--- config.mk ---
export PLATFORM = sky130hd
export DESIGN_NAME = module_bcd2bin
export DESIGN_NICKNAME = d
export VERILOG_FILES = /design/src/rtl/bcd_pkg.sv /design/src/rtl/module_bcd_nibfix.sv /design/src/rtl/module_bcd2bin.sv
export SDC_FILE = /design/constraint.sdc
export NUM_CORES = 1
export LEC_CHECK = 0
export ABC_AREA = 1
export CELL_PAD_IN_SITES_DETAIL_PLACEMENT = 1
export CELL_PAD_IN_SITES_GLOBAL_PLACEMENT = 2
export CORE_AREA = 2 2 82 84
export DETAILED_ROUTE_END_ITERATION = 8
export DIE_AREA = 0 0 84 86
export PLACE_DENSITY_LB_ADDON = 0.05
export SETUP_SLACK_MARGIN = 0.2
export SLEW_MARGIN = 20
export SYNTH_ARGS = -nofsm -noshare
export SYNTH_HDL_FRONTEND = slang
export SYNTH_SLANG_ARGS = --single-unit
--- constraint.sdc ---
create_clock -name clk_div -period 1.4 [get_ports clk_div]
set_clock_uncertainty 0.1 [all_clocks]
set_input_delay 0.21 -clock clk_div [delete_from_list [all_inputs] [get_ports clk_div]]
set_output_delay 0.21 -clock clk_div [all_outputs]
set_load 0.05 [all_outputs]
--- src/rtl/bcd_pkg.sv ---
// Shared types and constants for the BCD-to-binary converter.
`timescale 1ns/1ps
package bcd_pkg;

    typedef enum logic [1:0] {
        IDLE,
        SHIFT,
        FINISH
    } state_t;

    localparam int         DIGITS_DEF = 3;
    localparam logic [3:0] BCD_MAX    = 4'd9;
    localparam logic [3:0] NIB_THRESH = 4'd8;
    localparam logic [3:0] NIB_CORR   = 4'd3;

endpackage

--- src/rtl/module_bcd_nibfix.sv ---
// Reverse double-dabble correction for one BCD nibble.
`timescale 1ns/1ps
module module_bcd_nibfix
    import bcd_pkg::*;
(
    input  logic [3:0] nib_in,
    output logic [3:0] nib_out
);

    assign nib_out = (nib_in >= NIB_THRESH) ? (nib_in - NIB_CORR) : nib_in;

endmodule

--- src/rtl/module_bcd2bin.sv ---
// Sequential signed BCD-to-binary converter with range and digit checking.
`timescale 1ns/1ps
module module_bcd2bin
    import bcd_pkg::*;
#(
    parameter int DIGITS = DIGITS_DEF,
    parameter int BIN_W  = 8
) (
    input  logic                  clk_div,
    input  logic                  rst,
    input  logic                  start,
    input  logic                  neg,
    input  logic [4*DIGITS-1:0]   bcd_in,
    output logic [BIN_W-1:0]      bin_out,
    output logic                  busy,
    output logic                  done,
    output logic                  err
);

    localparam int BCD_W = 4 * DIGITS;
    localparam int MAG_W = $clog2(10 ** DIGITS);
    localparam int ITER  = MAG_W;
    localparam int SR_W  = BCD_W + MAG_W;
    localparam int CNT_W = $clog2(ITER + 1);

    localparam logic [MAG_W:0] POS_LIM = (MAG_W+1)'((2 ** (BIN_W - 1)) - 1);
    localparam logic [MAG_W:0] NEG_LIM = (MAG_W+1)'(2 ** (BIN_W - 1));

    state_t             state;
    logic [SR_W-1:0]    sr;
    logic [SR_W-1:0]    sr_sh;
    logic [SR_W-1:0]    sr_nxt;
    logic [BCD_W-1:0]   fix_bcd;
    logic [CNT_W-1:0]   cnt;
    logic               neg_q;
    logic               bad_q;
    logic [DIGITS-1:0]  bad_vec;
    logic [MAG_W:0]     mag_w;
    logic               ovf;
    logic [BIN_W:0]     mag_x;
    logic [BIN_W:0]     res_full;

    assign sr_sh = sr >> 1;

    for (genvar g = 0; g < DIGITS; g++) begin : g_dig
        module_bcd_nibfix u_fix (
            .nib_in  (sr_sh[MAG_W + 4*g +: 4]),
            .nib_out (fix_bcd[4*g +: 4])
        );
        assign bad_vec[g] = bcd_in[4*g +: 4] > BCD_MAX;
    end

    assign sr_nxt = {fix_bcd, sr_sh[MAG_W-1:0]};

    // Range check on an unsigned magnitude one bit wider than the bin field
    assign mag_w    = {1'b0, sr[MAG_W-1:0]};
    assign ovf      = neg_q ? (mag_w > NEG_LIM) : (mag_w > POS_LIM);
    assign mag_x    = (BIN_W+1)'(sr[MAG_W-1:0]);
    assign res_full = neg_q ? (~mag_x + 1'b1) : mag_x;

    always_ff @(posedge clk_div or posedge rst) begin
        if (rst) begin
            state   <= IDLE;
            sr      <= '0;
            cnt     <= '0;
            neg_q   <= 1'b0;
            bad_q   <= 1'b0;
            bin_out <= '0;
            busy    <= 1'b0;
            done    <= 1'b0;
            err     <= 1'b0;
        end else begin
            done <= 1'b0;
            unique case (state)
                IDLE: begin
                    if (start) begin
                        sr    <= {bcd_in, MAG_W'(0)};
                        neg_q <= neg;
                        bad_q <= |bad_vec;
                        cnt   <= '0;
                        busy  <= 1'b1;
                        state <= SHIFT;
                    end
                end
                SHIFT: begin
                    sr  <= sr_nxt;
                    cnt <= cnt + 1'b1;
                    if (cnt == CNT_W'(ITER - 1))
                        state <= FINISH;
                end
                FINISH: begin
                    err     <= bad_q | ovf;
                    bin_out <= (bad_q | ovf) ? '0 : BIN_W'(res_full);
                    done    <= 1'b1;
                    busy    <= 1'b0;
                    state   <= IDLE;
                end
                default: state <= IDLE;
            endcase
        end
    end

endmodule
==> flow_summary.json <==
{
  "holdWs_ns": 0.2143,
  "fin_crit_sh_pct": 92.64,
  "synth.avg_cell_area_sq_um": 8.907,
  "synth_cell_types": 27,
  "yosysWarnings": 0,
  "ys_ff_latch": 41,
  "synth_top_cell_area_share_pct": 50.74,
  "vdd_drop_max_uv": 822.7,
  "drc": 0,
  "dieArea_sq_um": 7224,
  "r2r_setup_slack_ns": 0.10,
  "drtAntennaViolNets": 0,
  "maxSlewViolCount": 0,
  "timing.rr.start": "state[0]",
  "syn_to_final_growth_pct": 50.00,
  "p_leak_uw": 0.001400,
  "synth_ff_type": "dfrtp_1",
  "hold_buffers": 0,
  "finalInstanceArea_sq_um": 3033,
  "wl_per_cell_microns": 14.13,
  "multi_input_area_sq_um": 983.4,
  "root_buffer": "clkbuf_8",
  "cts_sinks": 41,
  "worstMarginPinSlew_ns": 0.2998,
  "synthArstFlopShare_pct": 100.0,
  "grt_pass1_wl_mm": 8.769,
  "power.density_nw_per_um2": 2191,
  "layout-drive-gt1-share_pct": 35.31,
  "holdCritPathClass": "in -> async",
  "row_count": 29,
  "maxSlewHeadroom_pct": 79.80,
  "core_area_sq_um": 6277,
  "clk_path_buf_depth": 2,
  "portBuffers": 26,
  "fin_setup_tns_ns": 0,
  "worstSkewPairLatency_ns": 0.30,
  "dp_hpwl_mm": 3.565,
  "finalCriticalPeriod_ns": 1.297,
  "worstPathCellList": "nand2_4, inv_8, nor2_8, inv_4, buf_12, o211ai_1, o21ai_2",
  "n_fill_cell": 724,
  "drv_cap": 0,
  "syn-num-nets": 250,
  "grt_use_total_pct": 15.43,
  "antenna_found_initial": 0,
  "yosys.area.top_type": "dfrtp_1",
  "cts_buffers": 5,
  "fin_cells": 363,
  "crit_slowest_cell": "dfrtp_1",
  "critPathMaxFanout": 12,
  "cts_tree": "built",
  "die_w_microns": 84,
  "setup_viol": 0,
  "critPathMaxStageDelay_ns": 0.43,
  "drtPass1Iterations": 4,
  "cts_max_level": 2,
  "timing.rr.end": "sr[20]",
  "synth_area_sq_um": 2022,
  "end_kind": "register",
  "cp-start-kind": "register",
  "regArea_sq_um": 1026,
  "synth_cells": 227,
  "crit_arrival_ns": 1.38,
  "path_clk_slew_ns": 0.08,
  "max_freq_mhz": 771.0,
  "grt_max_degree": 42,
  "drtIter0Drc": 37,
  "crit_required_ns": 1.48,
  "synth_area_leaders": "dfrtp_1, nand2_1, o21ai_0, inv_1, ha_1",
  "viasPerCell": 4.763,
  "run_status": "finished clean",
  "fin_nets": 308,
  "drt-total-wl_mm": 5.129,
  "initial_utilization_pct": 32.21,
  "antenna_cells": 0,
  "dp_cells": 341,
  "hold_viol": 0,
  "grt_pass1_vias": 1800,
  "die_h_microns": 86,
  "r2r_cells": 7,
  "rsz0062_at_grt": "true",
  "vias": 1729,
  "placed_cell_area_sq_um": 2645,
  "io_pins": 27,
  "grt_overflow_total": 0,
  "crit_type": "reg -> reg",
  "synth_edf_count": 0,
  "ys_seq_area_share_pct": 50.74,
  "gp_congestion": 0.7401
}
cells by family after synthesis:
kind of cell,share of synthesized area (%)
adder cells (fa/ha/maj),4.331
flip-flops,50.74
XOR/XNOR,2.599
AO/OA/AOI/OAI,17.64
AND/OR/NAND/NOR,16.52
buffers and inverters,8.168
cell usage after synthesis, types with 2 or more instances:
master	number
xor2_1	4
buf_6	2
nand3_1	6
inv_4	2
dfrtp_1	41
xnor2_1	2
nand2_1	50
o22ai_1	14
o21ai_0	22
inv_1	27
o211ai_1	3
nand4_1	2
inv_2	3
nor2_1	18
ha_1	7
buf_2	2
o211ai_2	2
o21ai_2	4
a21oi_1	8
worst max path at each step:
stage | startpoint | end | depth (start not counted)
6_report | state[0] | sr[20] | 7
2_1_floorplan | state[0] | sr[10] | 7
5_1_grt | sr[1] | bin_out[3] | 8
4_1_cts | state[1] | sr[17] | 8
3_3_place_gp | start | sr[17] | 8
3_5_place_dp | start | sr[17] | 8
registers in the layout, indices dropped and copies added, names as in the netlist:
name / cells
bad_q: 1
bin_out: 8
busy: 1
cnt: 4
done: 1
err: 1
neg_q: 1
sr: 22
state: 2
worst max-delay path, delay by kind of cell, from the launching register on:
family          cells  cell delay [ns]
flops               1             0.43
compound gates      2             0.17
buf+inv             3             0.25
simple gates        2             0.23
report_power, final:
group	internal [uW]	leakage (uW)	total, uW	switching (uW)
Sequential	1620	0.000517	1990	371
Clock	582	0.0000585	996	414
Combinational	1720	0.000824	3660	1940
through the flow:
step           setup slack, ns  total power (uW)  util (%)
2_1_floorplan           0.1452              3960         -
3_3_place_gp           -0.1123              4935     42.14
3_5_place_dp           -0.1209              4991     42.14
4_1_cts                 0.1122              6331     45.88
5_1_grt                0.03401              7200     48.32
6_report                0.1031              6644     48.32
repair_timing:
| action | CTS | global route |
|---|---|---|
| endpoints found under the setup margin | 36 | 47 |
| setup buffers | 6 | 8 |
| pin swaps | 11 | 18 |
| gates resized for setup | 25 | 32 |
cell usage in the layout (no fill, tap or decap), types with 5 or more instances in the layout:
master           Yosys  routed
a21oi_2              0       6
buf_12               0      16
buf_4                1      23
clkbuf_8             0       6
clkdlybuf4s50_1      0      15
dfrtp_1             41      41
inv_1               27      20
inv_2                3       7
nand2_1             50      42
nand2_2              1       6
nand3_1              6       5
nor2_1              18      14
o21ai_0             22      11
o21ai_1              0       6
o21ai_2              4       9
o22ai_1             14      11
area by class of cell:
class	instances	share of cell area (%)
timing repair buffer	56	22.07
tap	77	3.177
multi-input combinational	149	32.43
sequential	41	33.83
clock inverter	1	0.9901
inverter	32	4.662
clock buffer	7	2.847
per-layer routing:
metal / GRT usage [%] / part of all wire, %
met5: 0 / 0
met4: 3.959 / 1.1
met3: 2.887 / 2.3
met2: 27.05 / 53
met1: 19.70 / 43
No activity file was read; power rests on OpenSTA's default activity.
